File: src/rtl/bvmul_pred_witness.sv
// Purpose: least-witness search for pred(a*x mod 2^WIDTH, b) over x = 0..2^WIDTH-1.
// Latency: least witness k -> done after E0+k+1; unsatisfiable -> done after E0+2^WIDTH.
// Backpressure: start is taken only while ready=1 (IDLE); start is ignored during a search.
// Ports:
//   clk, rst_n            rising-edge clock, synchronous active-low reset
//   start, abort          request (taken in IDLE) / cancel a running search
//   a, b, pred            multiplicand, bound, predicate select (0 sge, 1 sgt, 2 uge, 3 eq)
//   ready, done, found, x IDLE flag, completion pulse, satisfiable flag, least witness
module bvmul_pred_witness #(
  parameter int WIDTH = 4
) (
  input  logic             clk,
  input  logic             rst_n,
  input  logic             start,
  input  logic             abort,
  input  logic [WIDTH-1:0] a,
  input  logic [WIDTH-1:0] b,
  input  logic [1:0]       pred,
  output logic             ready,
  output logic             done,
  output logic             found,
  output logic [WIDTH-1:0] x
);

  typedef enum logic {IDLE, SEARCH} state_t;

  localparam logic [1:0] PRED_SGE = 2'd0;
  localparam logic [1:0] PRED_SGT = 2'd1;
  localparam logic [1:0] PRED_UGE = 2'd2;

  localparam logic [WIDTH-1:0] CAND_LAST = {WIDTH{1'b1}};
  localparam logic [WIDTH-1:0] ONE       = {{(WIDTH-1){1'b0}}, 1'b1};

  state_t           state, state_nxt;
  logic [WIDTH-1:0] a_r, a_nxt;
  logic [WIDTH-1:0] b_r, b_nxt;
  logic [1:0]       pred_r, pred_nxt;
  logic [WIDTH-1:0] cand, cand_nxt;
  logic [WIDTH-1:0] prod, prod_nxt;
  logic             done_nxt;
  logic             found_nxt;
  logic [WIDTH-1:0] x_nxt;
  logic             hit;
  logic             last;

  // prod always equals a_r*cand mod 2^WIDTH, so the predicate is evaluated
  // on the current candidate without a multiplier.
  always_comb begin
    hit = 1'b0;
    case (pred_r)
      PRED_SGE: hit = ($signed(prod) >= $signed(b_r));
      PRED_SGT: hit = ($signed(prod) >  $signed(b_r));
      PRED_UGE: hit = (prod >= b_r);
      default:  hit = (prod == b_r);
    endcase
  end

  // Termination is decided on the candidate value itself so cand never wraps.
  assign last  = (cand == CAND_LAST);
  assign ready = (state == IDLE);

  always_comb begin
    state_nxt = state;
    a_nxt     = a_r;
    b_nxt     = b_r;
    pred_nxt  = pred_r;
    cand_nxt  = cand;
    prod_nxt  = prod;
    done_nxt  = 1'b0;
    found_nxt = found;
    x_nxt     = x;
    case (state)
      IDLE: begin
        if (start) begin
          state_nxt = SEARCH;
          a_nxt     = a;
          b_nxt     = b;
          pred_nxt  = pred;
          cand_nxt  = '0;
          prod_nxt  = '0;
          found_nxt = 1'b0;
          x_nxt     = '0;
        end
      end
      SEARCH: begin
        if (abort) begin
          state_nxt = IDLE;
          found_nxt = 1'b0;
          x_nxt     = '0;
        end else if (hit) begin
          state_nxt = IDLE;
          found_nxt = 1'b1;
          x_nxt     = cand;
          done_nxt  = 1'b1;
        end else if (last) begin
          state_nxt = IDLE;
          found_nxt = 1'b0;
          x_nxt     = '0;
          done_nxt  = 1'b1;
        end else begin
          cand_nxt  = cand + ONE;
          prod_nxt  = prod + a_r;
        end
      end
      default: state_nxt = IDLE;
    endcase
  end

  always_ff @(posedge clk) begin
    if (!rst_n) begin
      state  <= IDLE;
      a_r    <= '0;
      b_r    <= '0;
      pred_r <= '0;
      cand   <= '0;
      prod   <= '0;
      done   <= 1'b0;
      found  <= 1'b0;
      x      <= '0;
    end else begin
      state  <= state_nxt;
      a_r    <= a_nxt;
      b_r    <= b_nxt;
      pred_r <= pred_nxt;
      cand   <= cand_nxt;
      prod   <= prod_nxt;
      done   <= done_nxt;
      found  <= found_nxt;
      x      <= x_nxt;
    end
  end

endmodule

File: config.mk
export PLATFORM = sky130hd
export DESIGN_NAME = bvmul_pred_witness
export DESIGN_NICKNAME = d
export VERILOG_FILES = /design/src/rtl/bvmul_pred_witness.sv
export SDC_FILE = /design/constraint.sdc
export NUM_CORES = 1
export LEC_CHECK = 0
export ABC_AREA = 1
export BUFFER_PORTS_ARGS = -buffer_cell sky130_fd_sc_hd__buf_2
export CORE_ASPECT_RATIO = 0.8
export CORE_UTILIZATION = 55
export DETAILED_ROUTE_END_ITERATION = 16
export GPL_TIMING_DRIVEN = 1
export HOLD_SLACK_MARGIN = 0.06
export PLACE_DENSITY = 0.83
export SKIP_CTS_REPAIR_TIMING = 1
export SLEW_MARGIN = 10
export SYNTH_ARGS = -nofsm -noshare
export SYNTH_HDL_FRONTEND = slang
export SYNTH_SLANG_ARGS = --single-unit
File: constraint.sdc
create_clock -name clk -period 3.35 [get_ports clk]
set_clock_uncertainty 0.1 [all_clocks]
set_input_delay 0.335 -clock clk [delete_from_list [all_inputs] [get_ports clk]]
set_output_delay 0.335 -clock clk [all_outputs]
set_load 0.01 [all_outputs]
Word level (Yosys, flattened, before mapping)

Index checks and enable logic that the tools add are counted.
Widths: inputs -> output; s select.

Register bits: 25
Output and inout bits: 7
Input bits: 14

Mux-type cells: 26
Equality and inequality tests: 9
Order comparisons: 3
Add/sub/neg operators: 2
Bitwise logic cells: 2
Reduce and logical (&&, ||, !) cells: 5

Operators with widths:

| operator            | number |
|---|---|
| $mux 4              | 10 |
| $pmux 4 s2          | 3 |
| $mux 1              | 10 |
| $ge 4x4->1          | 2 |
| $ne 2x2->1 const B  | 4 |
| $add 4x1->4 const B | 1 |
| $add 4x4->4         | 1 |
| $eq 4x4->1          | 1 |
| $eq 4x4->1 const B  | 1 |
| $gt 4x4->1          | 1 |
| $ne 4x2->1 const B  | 1 |
| $pmux 1 s2          | 2 |
| $reduce_and 2->1    | 2 |
| $reduce_and 4->1    | 1 |
| $pmux 1 s3          | 1 |
| $reduce_or 3->1     | 1 |
| $eq 2x1->1 const B  | 1 |
| $eq 2x2->1 const B  | 1 |
| $logic_not 2->1     | 1 |
| $not 1->1           | 2 |

Logic depth before layout (Yosys ltp)

Depth in word-level cells: 5
Depth in mapped cells: 17

Least setup slack after synthesis

OpenSTA, ideal clock, no wires.

Path type: register to register
Start: register b_r[3]
End: register cand[2]
Data required time: 3137 ps
Library setup time: 113 ps
Stages on the path, launching flop included: 13
Clock period less this slack: 1696 ps
Slack: 1654 ps
Arrival time: 1483 ps
Cells stage by stage: dfxtp_1 -> inv_1 -> ha_1 -> nand2_1 -> nor2_1 -> inv_1 -> nand3_1 -> nand2_4 -> nand3_4 -> nand2_4 -> nand2_1 -> nand2_1 -> nor2_1

Longest elaborated chain between the ends: 4
Elaborated cells on any way between the ends: 7
Those cells by class: order compare: 3; eq/ne: 2; mux: 1; reduce/logical: 1

RTL lines:

| item                                     | RTL line | RTL |
|---|---|---|
| start: declaration                       | 36       | `logic [WIDTH-1:0] b_r, b_nxt;` |
| start signal: assignment                 | 123      | `b_r <= b_nxt;` |
| $ge 4x4->1, or another cell as far along | 53       | `PRED_UGE: hit = (prod >= b_r);` |
| $pmux 1 s3 *                             | 50       | `case (pred_r)` |
| $ne 2x2->1 (no line) *                   | --       |  |
| $reduce_and 4->1 (no line) *             | --       |  |
| end signal: assignment                   | 125      | `cand <= cand_nxt;` |
| end: declaration                         | 38       | `logic [WIDTH-1:0] cand, cand_nxt;` |

Every way passes the cells marked *; elsewhere a longest branch is shown, timed or not.
A chain may end at the register's enable or synchronous reset.

Final worst setup path

Start: register prod[3]
End: register cand[3]

Longest elaborated chain between the ends: 4
Elaborated cells on any way between the ends: 7
Those cells by class: order compare: 3; eq/ne: 2; mux: 1; reduce/logical: 1

RTL lines:

| item                                     | RTL line | RTL |
|---|---|---|
| start: declaration                       | 39       | `logic [WIDTH-1:0] prod, prod_nxt;` |
| start signal: assignment                 | 126      | `prod <= prod_nxt;` |
| $ge 4x4->1, or another cell as far along | 53       |  |
| $pmux 1 s3 *                             | 50       |  |
| $ne 2x2->1 (no line) *                   | --       |  |
| $reduce_and 4->1 (no line) *             | --       |  |

Marks and branches as above.

==> metrics.md <==
| Metric | Value |
|---|---|
| Hold WC Path Type | `in -> reg` |
| Die Span X | `55.8 um` |
| Die H | `45.1 um` |
| Final Core Density | `65.2%` |
| FP Rows | `15` |
| Global-route wire length before repair | `4490 um` |
| Vias/cell | `5.29` |
| Gp weighted congestion | `0.866` |
| Worst-margin pin slew | `0.493 ns` |
| Post-route ant nets | `0` |
| Post-synthesis cell area | `1270 sq um` |
| Peak Freq | `500 MHz` |
| Max VDD drop | `0.342 mV` |
| Share of cells above drive strength 1 | `18.5%` |
| N_diodes | `0` |
| Initial core utilization | `58.6%` |
| WL per Instance | `12.4 um` |
| WP buf/inv | `1` |
| All-Layer GR Usage | `23.8%` |
| CP max-delay cell | `dfxtp_1` |
| Initial antenna violation count | `0` |
| Num ports | `21` |
| Worst path required time | `3.51 ns` |
| Critical path endpoint category | `flip-flop` |
| Critical path's largest stage delay | `0.42 ns` |
| Mapped Avg Cell Area | `7.59 sq um` |
| Cell Chain, Critical Path | `ha_1 > nand2_1 > nor2_1 > inv_1 > nand3_1 > nand2_4 > nand3_4 > nand2_4 > nand2_1 > a21oi_1` |
| Routed WL | `2650 um` |
| Core ar. | `2180 sq um` |
| Setup_tns | `0 ns` |
| EDFF count, synth | `0` |
| Clock Tree Buf Depth | `2` |
| Worst EP arrival | `2.15 ns` |
| Register area | `500 sq um` |
| Post-DP HPWL | `2060 um` |
| Status | `finished clean` |
| Die ar. | `2520 sq um` |
| Clk_lat worst skew | `0.32 ns` |
| Pin count of the biggest net entering global routing | `17` |
| Area of the multi-input gates | `686 sq um` |
| Global route overflow | `0` |
| Register area share after synthesis | `39.3%` |
| Cells after synthesis | `168` |
| Clock root buffer master | `clkbuf_4` |
| Setup ws final | `1.35 ns` |
| Tcrit/Tclk final | `59.6%` |
| Setup violations, final | `0` |
| Yosys cell types | `25` |
| Max-cap violations | `0` |
| 1st-iter DRT viols | `70` |
| WS Path Type | `reg -> reg` |
| Pwr/cell area | `428 nW/um^2` |
| Startpoint Class | `flip-flop` |
| Area growth syn-to-layout | `11.3%` |
| Slew HR | `67.1%` |
| # DRC | `0` |
| Routed vias | `1131` |
| Drt pass-1 iters | `4` |
| Ys async rst share | `0%` |
| Delay-heaviest family, CP | `simple AND/OR/NAND/NOR gates` |
| Placed instance count | `210` |
| Pins over their slew limit | `0` |
| Seq cells post-synth | `25` |
| Crit path time final | `2.00 ns` |
| Clock Sinks | `25` |
| Pre-CTS setup slack | `1.40 ns` |
| CTS tree | `yes` |
| PortBufs | `20` |
| RSZ-0062 raised after global routing | `no` |
| Leakage | `0.646 nW` |
| Clk slew on worst S/H paths | `0.13 ns` |
| Layout Cells excl Fill | `214` |
| CP Max Fanout | `7` |
| Final nets | `213` |
| CTS H-tree depth | `1` |
| Clock buffer count from CTS | `3` |
| Yosys warning count | `0` |
| Main flop type after synthesis | `dfxtp_1` |
| Vias in the first global route | `970` |
| Syn_nets | `191` |
| Fillers | `193` |
| Final Hold Fails | `0` |
==> routing by layer <==
layer	up-vias	global-route usage, %	wire length, um
met4	0	4.88	22
met3	5	6.59	178
li1	585	-	-
met5	-	0	0
met2	35	37.1	1150
met1	506	33.8	1300
==> placed cells by master (no fill, tap or decap), types with 2 or more instances in the layout <==
cell      count
buf_2        20
a21oi_1      15
clkbuf_4      3
xor2_1        3
ha_1          8
nand2_1      30
dfxtp_1      25
nand2_4       3
nand4_1       5
nand3_1       4
inv_2         2
a21oi_2       2
nand3_2       2
inv_1        18
nor2_1       26
o21ai_0      14
==> stage by stage <==
step | hold slack, ns | area, sq um | total power (W)
2_1_floorplan | 0.335 | 1270 | 0.000440
3_3_place_gp | 0.345 | 1390 | 0.000471
3_5_place_dp | 0.351 | 1390 | 0.000475
4_1_cts | 0.121 | 1420 | 0.000610
5_1_grt | 0.107 | 1420 | 0.000649
6_report | 0.127 | 1420 | 0.000607
==> logic make-up (layout without fill, tap and decap cells) <==
| kind of cell | after synthesis | after routing | synth area share [%] |
|---|---|---|---|
| compound gates | 34 | 34 | 14.3 |
| xor+xnor | 3 | 3 | 2.06 |
| fa+ha+maj | 9 | 9 | 9.42 |
| buf+inv | 23 | 44 | 6.97 |
| flops | 25 | 25 | 39.3 |
| simple gates | 74 | 74 | 28.0 |
==> cell usage after synthesis (2+ instances only) <==
| cell type | instances | share of area (%) |
|---|---|---|
| nand2_1 | 30 | 8.8 |
| nor2_1 | 26 | 7.7 |
| dfxtp_1 | 25 | 39 |
| inv_1 | 18 | 5.3 |
| a21oi_1 | 15 | 5.9 |
| o21ai_0 | 14 | 5.5 |
| ha_1 | 8 | 7.9 |
| nand4_1 | 5 | 2.5 |
| nand3_1 | 4 | 1.6 |
| nand2_4 | 3 | 2.6 |
| xor2_1 | 3 | 2.1 |
| a21oi_2 | 2 | 1.4 |
| inv_2 | 2 | 0.59 |
| nand3_2 | 2 | 1.6 |
==> sequential cells by signal, summed over array words and instances (netlist names) <==
register  count
pred_r        2
state         1
found         1
prod          4
x             4
b_r           4
cand          4
done          1
a_r           4
==> area by class of cell <==
cell class | instances | share of cell area (%)
multi-input cells | 120 | 48.3
flip-flops and latches | 25 | 35.3
repair buffers | 20 | 7.05
inverters | 20 | 5.29
well taps | 25 | 2.20
clock buffers | 4 | 1.85
==> tightest hold or removal path, delay by kind of cell <==
| family | cells | cell delay (ns) |
|---|---|---|
| and+or+nand+nor | 2 | 0.11 |
| buffers and inverters | 1 | 0.07 |
==> worst paths after layout <==
path	depth (start not counted)	endpoint	start	slack [ns]
max reg2reg	10	cand[3]$_SDFFE_PN0P_	prod[3]$_SDFFE_PN0P_	1.35
min reg2reg	2	b_r[2]$_SDFFE_PN0P_	b_r[2]$_SDFFE_PN0P_	0.37
min	3	pred_r[1]$_SDFFE_PN0P_	pred[1]	0.13
max	10	cand[3]$_SDFFE_PN0P_	prod[3]$_SDFFE_PN0P_	1.35
==> report_power, final <==
part	internal (W)	total, W	switching (W)
logic	0.0000486	0.000140	0.0000918
registers	0.000315	0.000330	0.0000147
clock network	0.0000467	0.000137	0.0000899
total	0.000410	0.000607	0.000196
No activity file was read; power rests on OpenSTA's default activity.
